$ cat src/rtl/dataproc_seq_ctrl.sv
// dataproc_seq_ctrl: memory-mapped sequencer for the pixel data-processing datapath.
// The CPU programs MODE/LENGTH, writes START, and the block then passes LENGTH source
// beats into the datapath. It collects results in a one-entry holder and reports
// completion through STATUS and a level interrupt.
module dataproc_seq_ctrl #(
    parameter logic [31:0] BASE_ADDR = 32'h0200_1000,
    parameter int          CNT_W     = 16,
    parameter int          MODE_W    = 2
) (
    input  logic              clk,
    input  logic              resetn,
    // iomem bus
    input  logic              iomem_valid,
    output logic              iomem_ready,
    input  logic [3:0]        iomem_wstrb,
    input  logic [31:0]       iomem_addr,
    input  logic [31:0]       iomem_wdata,
    output logic [31:0]       iomem_rdata,
    // source stream
    input  logic              src_valid,
    output logic              src_ready,
    input  logic [7:0]        src_data,
    // stream into the datapath
    output logic              dp_valid,
    input  logic              dp_ready,
    output logic [7:0]        dp_data,
    output logic [MODE_W-1:0] dp_mode,
    // result stream from the datapath
    input  logic              res_valid,
    output logic              res_ready,
    input  logic [7:0]        res_data,
    output logic              irq
);

    typedef enum logic [1:0] {S_IDLE, S_RUN, S_DRAIN} state_e;

    state_e             state_q, state_d;
    logic [MODE_W-1:0]  mode_q, mode_d;
    logic               irq_en_q, irq_en_d;
    logic [CNT_W-1:0]   length_q, length_d;
    logic [CNT_W-1:0]   beat_cnt_q, beat_cnt_d;
    logic [CNT_W-1:0]   res_cnt_q, res_cnt_d;
    logic               done_q, done_d;
    logic               aborted_q, aborted_d;
    logic               res_valid_q, res_valid_d;
    logic [7:0]         res_byte_q, res_byte_d;
    logic               irq_q, irq_d;
    logic               ready_q, ready_d;

    // Counters stick at all-ones instead of wrapping.
    function automatic logic [CNT_W-1:0] sat_inc(input logic [CNT_W-1:0] v);
        return (&v) ? v : v + 1'b1;
    endfunction

    // The access is performed on the ack cycle, while the master still holds
    // addr/wdata/wstrb stable.
    logic       in_win, acc, wr, rd;
    logic [1:0] reg_sel;
    logic       ctrl_wr, start_wr, abort_wr, status_wr, len_wr, pop;
    logic       run, beat, res_hs, last_beat;

    assign in_win    = iomem_valid && (iomem_addr[31:4] == BASE_ADDR[31:4]);
    assign acc       = ready_q && in_win;
    assign wr        = acc && (iomem_wstrb != 4'b0000);
    assign rd        = acc && (iomem_wstrb == 4'b0000);
    assign reg_sel   = iomem_addr[3:2];
    assign ctrl_wr   = wr && (reg_sel == 2'd0) && iomem_wstrb[0];
    assign start_wr  = ctrl_wr && iomem_wdata[0];
    assign abort_wr  = ctrl_wr && iomem_wdata[1];
    assign status_wr = wr && (reg_sel == 2'd1) && iomem_wstrb[0];
    assign len_wr    = wr && (reg_sel == 2'd2);
    assign pop       = rd && (reg_sel == 2'd3) && res_valid_q;

    // The stream passes through combinationally, and only in RUN.
    assign run       = (state_q == S_RUN);
    assign dp_valid  = run && src_valid;
    assign src_ready = run && dp_ready;
    assign dp_data   = src_data;
    assign dp_mode   = mode_q;
    assign beat      = dp_valid && dp_ready;
    assign last_beat = (beat_cnt_q == length_q - CNT_W'(1));

    // The holder accepts a new byte when it is empty or being popped this cycle.
    assign res_ready = !res_valid_q || pop;
    assign res_hs    = res_valid && res_ready;

    assign iomem_ready = ready_q;
    assign irq         = irq_q;

    // Address bits below word granularity and wdata above LENGTH carry no meaning here.
    logic unused_bits;
    assign unused_bits = ^{iomem_addr[1:0], iomem_wdata[31:CNT_W]};

    // Read data mux; drives zero outside the ack cycle.
    always_comb begin
        iomem_rdata = '0;
        if (ready_q && in_win) begin
            unique case (reg_sel)
                2'd0: begin
                    iomem_rdata[2 +: MODE_W] = mode_q;
                    iomem_rdata[4]           = irq_en_q;
                end
                2'd1: begin
                    iomem_rdata[0]          = (state_q != S_IDLE);
                    iomem_rdata[1]          = done_q;
                    iomem_rdata[2]          = aborted_q;
                    iomem_rdata[3]          = res_valid_q;
                    iomem_rdata[16 +: CNT_W] = beat_cnt_q;
                end
                2'd2: iomem_rdata[CNT_W-1:0] = length_q;
                default: iomem_rdata[8:0] = {res_valid_q, res_byte_q};
            endcase
        end
    end

    // Next-state logic for the registers, the result holder and the sequencer FSM.
    always_comb begin
        // NOTE: every _d defaults to its _q first so that no path leaves a latch behind.
        state_d     = state_q;
        mode_d      = mode_q;
        irq_en_d    = irq_en_q;
        length_d    = length_q;
        beat_cnt_d  = beat_cnt_q;
        res_cnt_d   = res_cnt_q;
        done_d      = done_q;
        aborted_d   = aborted_q;
        res_valid_d = res_valid_q;
        res_byte_d  = res_byte_q;
        irq_d       = irq_en_q && (done_q || aborted_q);
        ready_d     = in_win && !ready_q;

        if (ctrl_wr) begin
            irq_en_d = iomem_wdata[4];
            if (state_q == S_IDLE) mode_d = iomem_wdata[2 +: MODE_W];
        end
        if (len_wr && state_q == S_IDLE) begin
            for (int b = 0; b < CNT_W / 8; b++) begin
                if (iomem_wstrb[b]) length_d[8*b +: 8] = iomem_wdata[8*b +: 8];
            end
        end
        // W1C first, so a completion event in the same cycle wins.
        if (status_wr) begin
            if (iomem_wdata[1]) done_d    = 1'b0;
            if (iomem_wdata[2]) aborted_d = 1'b0;
        end

        if (res_hs) begin
            res_valid_d = 1'b1;
            res_byte_d  = res_data;
            if (state_q != S_IDLE) res_cnt_d = sat_inc(res_cnt_q);
        end else if (pop) begin
            res_valid_d = 1'b0;
        end

        unique case (state_q)
            S_IDLE: begin
                if (start_wr && !abort_wr) begin
                    done_d     = 1'b0;
                    aborted_d  = 1'b0;
                    beat_cnt_d = '0;
                    res_cnt_d  = '0;
                    if (length_q == '0) done_d  = 1'b1;
                    else                state_d = S_RUN;
                end
            end
            S_RUN: begin
                if (beat) beat_cnt_d = sat_inc(beat_cnt_q);
                if (abort_wr) begin
                    state_d   = S_IDLE;
                    aborted_d = 1'b1;
                end else if (beat && last_beat) begin
                    state_d = S_DRAIN;
                end
            end
            S_DRAIN: begin
                if (abort_wr) begin
                    state_d   = S_IDLE;
                    aborted_d = 1'b1;
                end else if (res_cnt_q >= length_q) begin
                    state_d = S_IDLE;
                    done_d  = 1'b1;
                end
            end
            default: state_d = S_IDLE;
        endcase
    end

    // State register with asynchronous active-low reset.
    always_ff @(posedge clk or negedge resetn) begin
        if (!resetn) begin
            state_q     <= S_IDLE;
            mode_q      <= '0;
            irq_en_q    <= 1'b0;
            length_q    <= '0;
            beat_cnt_q  <= '0;
            res_cnt_q   <= '0;
            done_q      <= 1'b0;
            aborted_q   <= 1'b0;
            res_valid_q <= 1'b0;
            res_byte_q  <= '0;
            irq_q       <= 1'b0;
            ready_q     <= 1'b0;
        end else begin
            // NOTE: non-blocking assignments so that every flop samples pre-edge values.
            state_q     <= state_d;
            mode_q      <= mode_d;
            irq_en_q    <= irq_en_d;
            length_q    <= length_d;
            beat_cnt_q  <= beat_cnt_d;
            res_cnt_q   <= res_cnt_d;
            done_q      <= done_d;
            aborted_q   <= aborted_d;
            res_valid_q <= res_valid_d;
            res_byte_q  <= res_byte_d;
            irq_q       <= irq_d;
            ready_q     <= ready_d;
        end
    end

endmodule

$ cat config.mk
export PLATFORM = sky130hd
export DESIGN_NAME = dataproc_seq_ctrl
export DESIGN_NICKNAME = d
export VERILOG_FILES = /design/src/rtl/dataproc_seq_ctrl.sv
export SDC_FILE = /design/constraint.sdc
export NUM_CORES = 1
export LEC_CHECK = 0
export BUFFER_PORTS_ARGS = -buffer_cell sky130_fd_sc_hd__buf_2
export CORE_MARGIN = 2
export CORE_UTILIZATION = 50
export DETAILED_ROUTE_END_ITERATION = 8
export HOLD_SLACK_MARGIN = 0.08
export PLACE_DENSITY = 0.78
export SLEW_MARGIN = 20
export SYNTH_ARGS = -nofsm -noshare
export SYNTH_HDL_FRONTEND = slang
export SYNTH_SLANG_ARGS = --single-unit
$ cat constraint.sdc
create_clock -name clk -period 6.2 [get_ports clk]
set_clock_uncertainty 0.2 [all_clocks]
set_input_delay 0 -clock clk [delete_from_list [all_inputs] [get_ports clk]]
set_output_delay 0 -clock clk [all_outputs]
set_load 0.03 [all_outputs]
==> insert_results.sql <==
INSERT INTO impl_metrics (metric_group, metric, value, unit) VALUES
('route', 'wire_per_inst', '17.1', 'um'),
('worst_setup_path', 'worstPathArrival', '4.65', 'ns'),
('clocking', 'cts-htree-levels', '3', ''),
('worst_setup_path', 'timing.setup.critical_path_class', 'input port to register', ''),
('logic_synthesis', 'syn_area_per_cell', '8.82', 'um^2'),
('power_and_ir_drop', 'leakagePower', '2.78', 'nW'),
('clocking', 'clk_root_buffer_cell', 'sky130_fd_sc_hd__clkbuf_8', ''),
('place', 'half_perimeter_wire_length_of_the_detailed_placement_result', '9170', 'um'),
('floorplanning', 'initial_utilization', '0.509', ''),
('power_and_ir_drop', 'p_per_area', '172', 'nW/um^2'),
('timing', 'max-slew-margin-rel', '0.421', ''),
('power_and_ir_drop', 'power.total', '1.01', 'mW'),
('logic_synthesis', 'yosys.cell_types.count', '55', ''),
('power_and_ir_drop', 'power.combinational.fraction', '0.078', ''),
('clocking', 'clk_path_buf_depth', '2', ''),
('layout', 'flow.area_growth_from_synthesis', '25.7', '%'),
('worst_setup_path', 'timing.critical_path.required', '6.23', 'ns'),
('route', 'first_pass_iters', '7', ''),
('global_routing', 'initial_antenna_violation_count', '1', ''),
('power_and_ir_drop', 'p_switching', '0.220', 'mW'),
('clocking', 'worst_setup_hold_path_clk_slew', '0.07', 'ns'),
('clocking', 'cts_buffers', '9', ''),
('timing', 'final-hold-violation-count', '0', ''),
('status', 'run_status', 'finished, final reports clean', ''),
('worst_setup_path', 'critical_path.startpoint_type', 'input port', ''),
('layout', 'utilization', '0.640', ''),
('route', 'drt-vias-per-instance', '5.88', ''),
('logic_synthesis', 'synth_common_cells', '66 x sky130_fd_sc_hd__dfrtp_1, 49 x sky130_fd_sc_hd__nor2_1, 42 x sky130_fd_sc_hd__nand2_1', ''),
('layout', 'register_area', '1650', 'um^2'),
('place', 'pre_cts_ws', '2.83', 'ns'),
('route', 'post_route_drc', '0', ''),
('logic_synthesis', 'synth_area_leader_cell', 'sky130_fd_sc_hd__dfrtp_1', ''),
('layout', 'post_route_cells_drive_above_1_share', '0.245', ''),
('route', 'detailedRoute.firstIterationViolations', '288', ''),
('timing', 'fin_ws', '1.58', 'ns'),
('route', 'drtAntennaViolNets', '0', ''),
('floorplanning', 'chipHeight', '101', 'um'),
('timing', 'fmax', '217', 'MHz'),
('flow_run', 'maxCapViolations', '0', ''),
('clocking', 'clock_tree_from_tritoncts', 'built', ''),
('logic_synthesis', 'synth.ff_latch_count', '66', ''),
('timing', 'final_period_minus_worst_setup_slack', '4.62', 'ns'),
('logic_synthesis', 'postSynth.asyncResetShare', '1.00', ''),
('floorplanning', 'fp.coreArea', '9150', 'um^2'),
('clocking', 'cts_sink_cnt', '66', ''),
('floorplanning', 'ioPinCount', '137', ''),
('global_routing', 'grt-ovfl-total', '0', ''),
('timing', 'rsz_0062_raised_after_global_routing', 'false', ''),
('logic_synthesis', 'synth_top_cells_by_area', 'sky130_fd_sc_hd__dfrtp_1 35%, sky130_fd_sc_hd__mux2_2 6.8%, sky130_fd_sc_hd__ha_1 6.4%, sky130_fd_sc_hd__nor2_1 3.9%, sky130_fd_sc_hd__o21ai_0 3.9%', ''),
('floorplanning', 'die_area', '10100', 'um^2'),
('hold_path', 'min-delay-path-class', 'input port to register', ''),
('worst_setup_path', 'path_max_fanout', '12', ''),
('timing', 'timing.final.setup_violations', '0', ''),
('timing', 'fin_setup_tns', '0', 'ns'),
('logic_synthesis', 'synthCells', '528', ''),
('power_and_ir_drop', 'clkPwrFrac', '0.483', ''),
('place', 'gp_congestion', '0.881', ''),
('logic_synthesis', 'synth.yosys.warnings', '0', ''),
('route', 'vias', '4522', ''),
('layout', 'final_net_count', '766', ''),
('power_and_ir_drop', 'flop_pwr_share', '0.439', ''),
('power_and_ir_drop', 'power.internal', '0.786', 'mW'),
('power_and_ir_drop', 'worst_ir_drop_vdd', '0.0970', 'mV'),
('logic_synthesis', 'edff_count_synth', '0', ''),
('place', 'place.port_buffers', '102', ''),
('logic_synthesis', 'yosys_most_used_dff', 'sky130_fd_sc_hd__dfrtp_1', ''),
('clocking', 'clock_insertion_delay_worst_skew', '0.35', 'ns'),
('floorplanning', 'dieWidth', '101', 'um'),
('timing', 'worst_pin_slew', '0.862', 'ns'),
('global_routing', 'grt_pass1_wl', '21100', 'um'),
('global_routing', 'grt_start_max_net_pins', '67', '');
-- per-stage QoR --
stage | hold slack, ns | instances | instance area, um^2
floorplan | -0.496 | 528 | 4660
global placement | -0.200 | 711 | 5170
detailed placement | -0.200 | 711 | 5170
CTS | 0.0910 | 768 | 5850
global route | 0.176 | 769 | 5860
finish | 0.106 | 769 | 5860
-- what timing repair did --
action | CTS | global route
hold endpoints to repair | 110 | 0
resized for setup | 0 | 0
setup buffers | 0 | 0
hold buffers | 41 | 0
-- sequential cells by signal, summed over array words and instances, names as in the netlist --
signal / cells
aborted_q: 1
irq_en_q: 1
res_valid_q: 1
done_q: 1
res_cnt_q: 16
state_q: 2
res_byte_q: 8
iomem_ready: 1
length_q: 16
dp_mode: 2
beat_cnt_q: 16
irq: 1
-- worst paths after layout --
kind	start	end	slack, ns	cells past startpoint
max	iomem_addr[6]	length_q[15]	1.58	11
min	iomem_addr[24]	done_q	0.11	6
max reg2reg	length_q[4]	state_q[0]	3.00	8
min reg2reg	done_q	irq	0.31	1
max in group asynchronous	resetn	res_cnt_q[12]	5.05	3
min in group asynchronous	resetn	beat_cnt_q[10]	0.18	3
-- power by group through the flow --
stage	logic [mW]	registers [mW]	clock network (mW)
3_5_place_dp	0.0529	0.450	0
6_report	0.0786	0.442	0.486
4_1_cts	0.0774	0.442	0.490
3_3_place_gp	0.0510	0.450	0
2_1_floorplan	0.0288	0.449	0
5_1_grt	0.0863	0.443	0.508
-- layout make-up --
cell class | instances | share of cell area
Multi-Input combinational cell | 400 | 0.470
Antenna cell | 1 | 0.000427
Tap cell | 111 | 0.0237
Timing Repair Buffer | 145 | 0.160
Clock buffer | 9 | 0.0211
Inverter | 30 | 0.0192
Sequential cell | 66 | 0.282
Clock inverter | 7 | 0.0241
-- layer usage --
metal | routed length, um | track usage | up-vias
met5 | 0 | 0 | -
met4 | 306 | 0.115 | 0
met3 | 836 | 0.0513 | 36
met2 | 6600 | 0.446 | 165
met1 | 5430 | 0.334 | 2190
li1 | - | - | 2131
-- cells in the final DEF, fill, tap and decap left out, types with 3 or more instances in the layout --
master | netlist | routed
sky130_fd_sc_hd__o21ai_0 | 36 | 36
sky130_fd_sc_hd__o41ai_1 | 3 | 3
sky130_fd_sc_hd__o21a_1 | 4 | 4
sky130_fd_sc_hd__mux2_2 | 28 | 28
sky130_fd_sc_hd__and2_1 | 21 | 21
sky130_fd_sc_hd__o22ai_1 | 3 | 3
sky130_fd_sc_hd__nor2_1 | 49 | 48
sky130_fd_sc_hd__clkbuf_8 | 0 | 9
sky130_fd_sc_hd__a21o_1 | 3 | 3
sky130_fd_sc_hd__o211ai_1 | 4 | 4
sky130_fd_sc_hd__nand2_1 | 42 | 42
sky130_fd_sc_hd__or3_1 | 4 | 4
sky130_fd_sc_hd__buf_2 | 0 | 102
sky130_fd_sc_hd__nand2b_1 | 3 | 3
sky130_fd_sc_hd__nor3_1 | 17 | 17
sky130_fd_sc_hd__a31oi_1 | 8 | 8
sky130_fd_sc_hd__inv_1 | 30 | 30
sky130_fd_sc_hd__bufinv_16 | 0 | 4
sky130_fd_sc_hd__xor2_1 | 14 | 14
sky130_fd_sc_hd__nand3_1 | 23 | 23
sky130_fd_sc_hd__and3_1 | 6 | 6
sky130_fd_sc_hd__xnor2_1 | 15 | 15
sky130_fd_sc_hd__o31ai_1 | 7 | 7
sky130_fd_sc_hd__ha_1 | 24 | 24
sky130_fd_sc_hd__o2bb2ai_1 | 3 | 3
sky130_fd_sc_hd__nand4_1 | 14 | 14
sky130_fd_sc_hd__nor3b_1 | 3 | 3
sky130_fd_sc_hd__nor4_1 | 11 | 11
sky130_fd_sc_hd__mux2i_1 | 9 | 9
sky130_fd_sc_hd__nor2b_1 | 4 | 4
sky130_fd_sc_hd__dfrtp_1 | 66 | 66
sky130_fd_sc_hd__a21oi_1 | 10 | 10
sky130_fd_sc_hd__dlygate4sd3_1 | 0 | 41
-- kinds of logic after synthesis --
family	share of synthesized area
multiplexers	0.102
XOR/XNOR	0.0545
AND/OR/NAND/NOR	0.239
buffers and inverters	0.0564
AO/OA/AOI/OAI	0.129
adder cells (fa/ha/maj)	0.0644
flip-flops	0.354
-- critical path, stage by stage --
cell,delay (ns)
sky130_fd_sc_hd__dlygate4sd3_1,0.53
sky130_fd_sc_hd__buf_2,0.12
sky130_fd_sc_hd__nor4b_1,0.32
sky130_fd_sc_hd__dlygate4sd3_1,0.60
sky130_fd_sc_hd__nand4_1,0.13
sky130_fd_sc_hd__dlygate4sd3_1,0.62
sky130_fd_sc_hd__nor3_1,0.67
sky130_fd_sc_hd__nand2_1,0.55
sky130_fd_sc_hd__nor2_1,0.27
sky130_fd_sc_hd__nand3_1,0.40
sky130_fd_sc_hd__mux2_2,0.43
No activity file was read; power rests on OpenSTA's default activity.
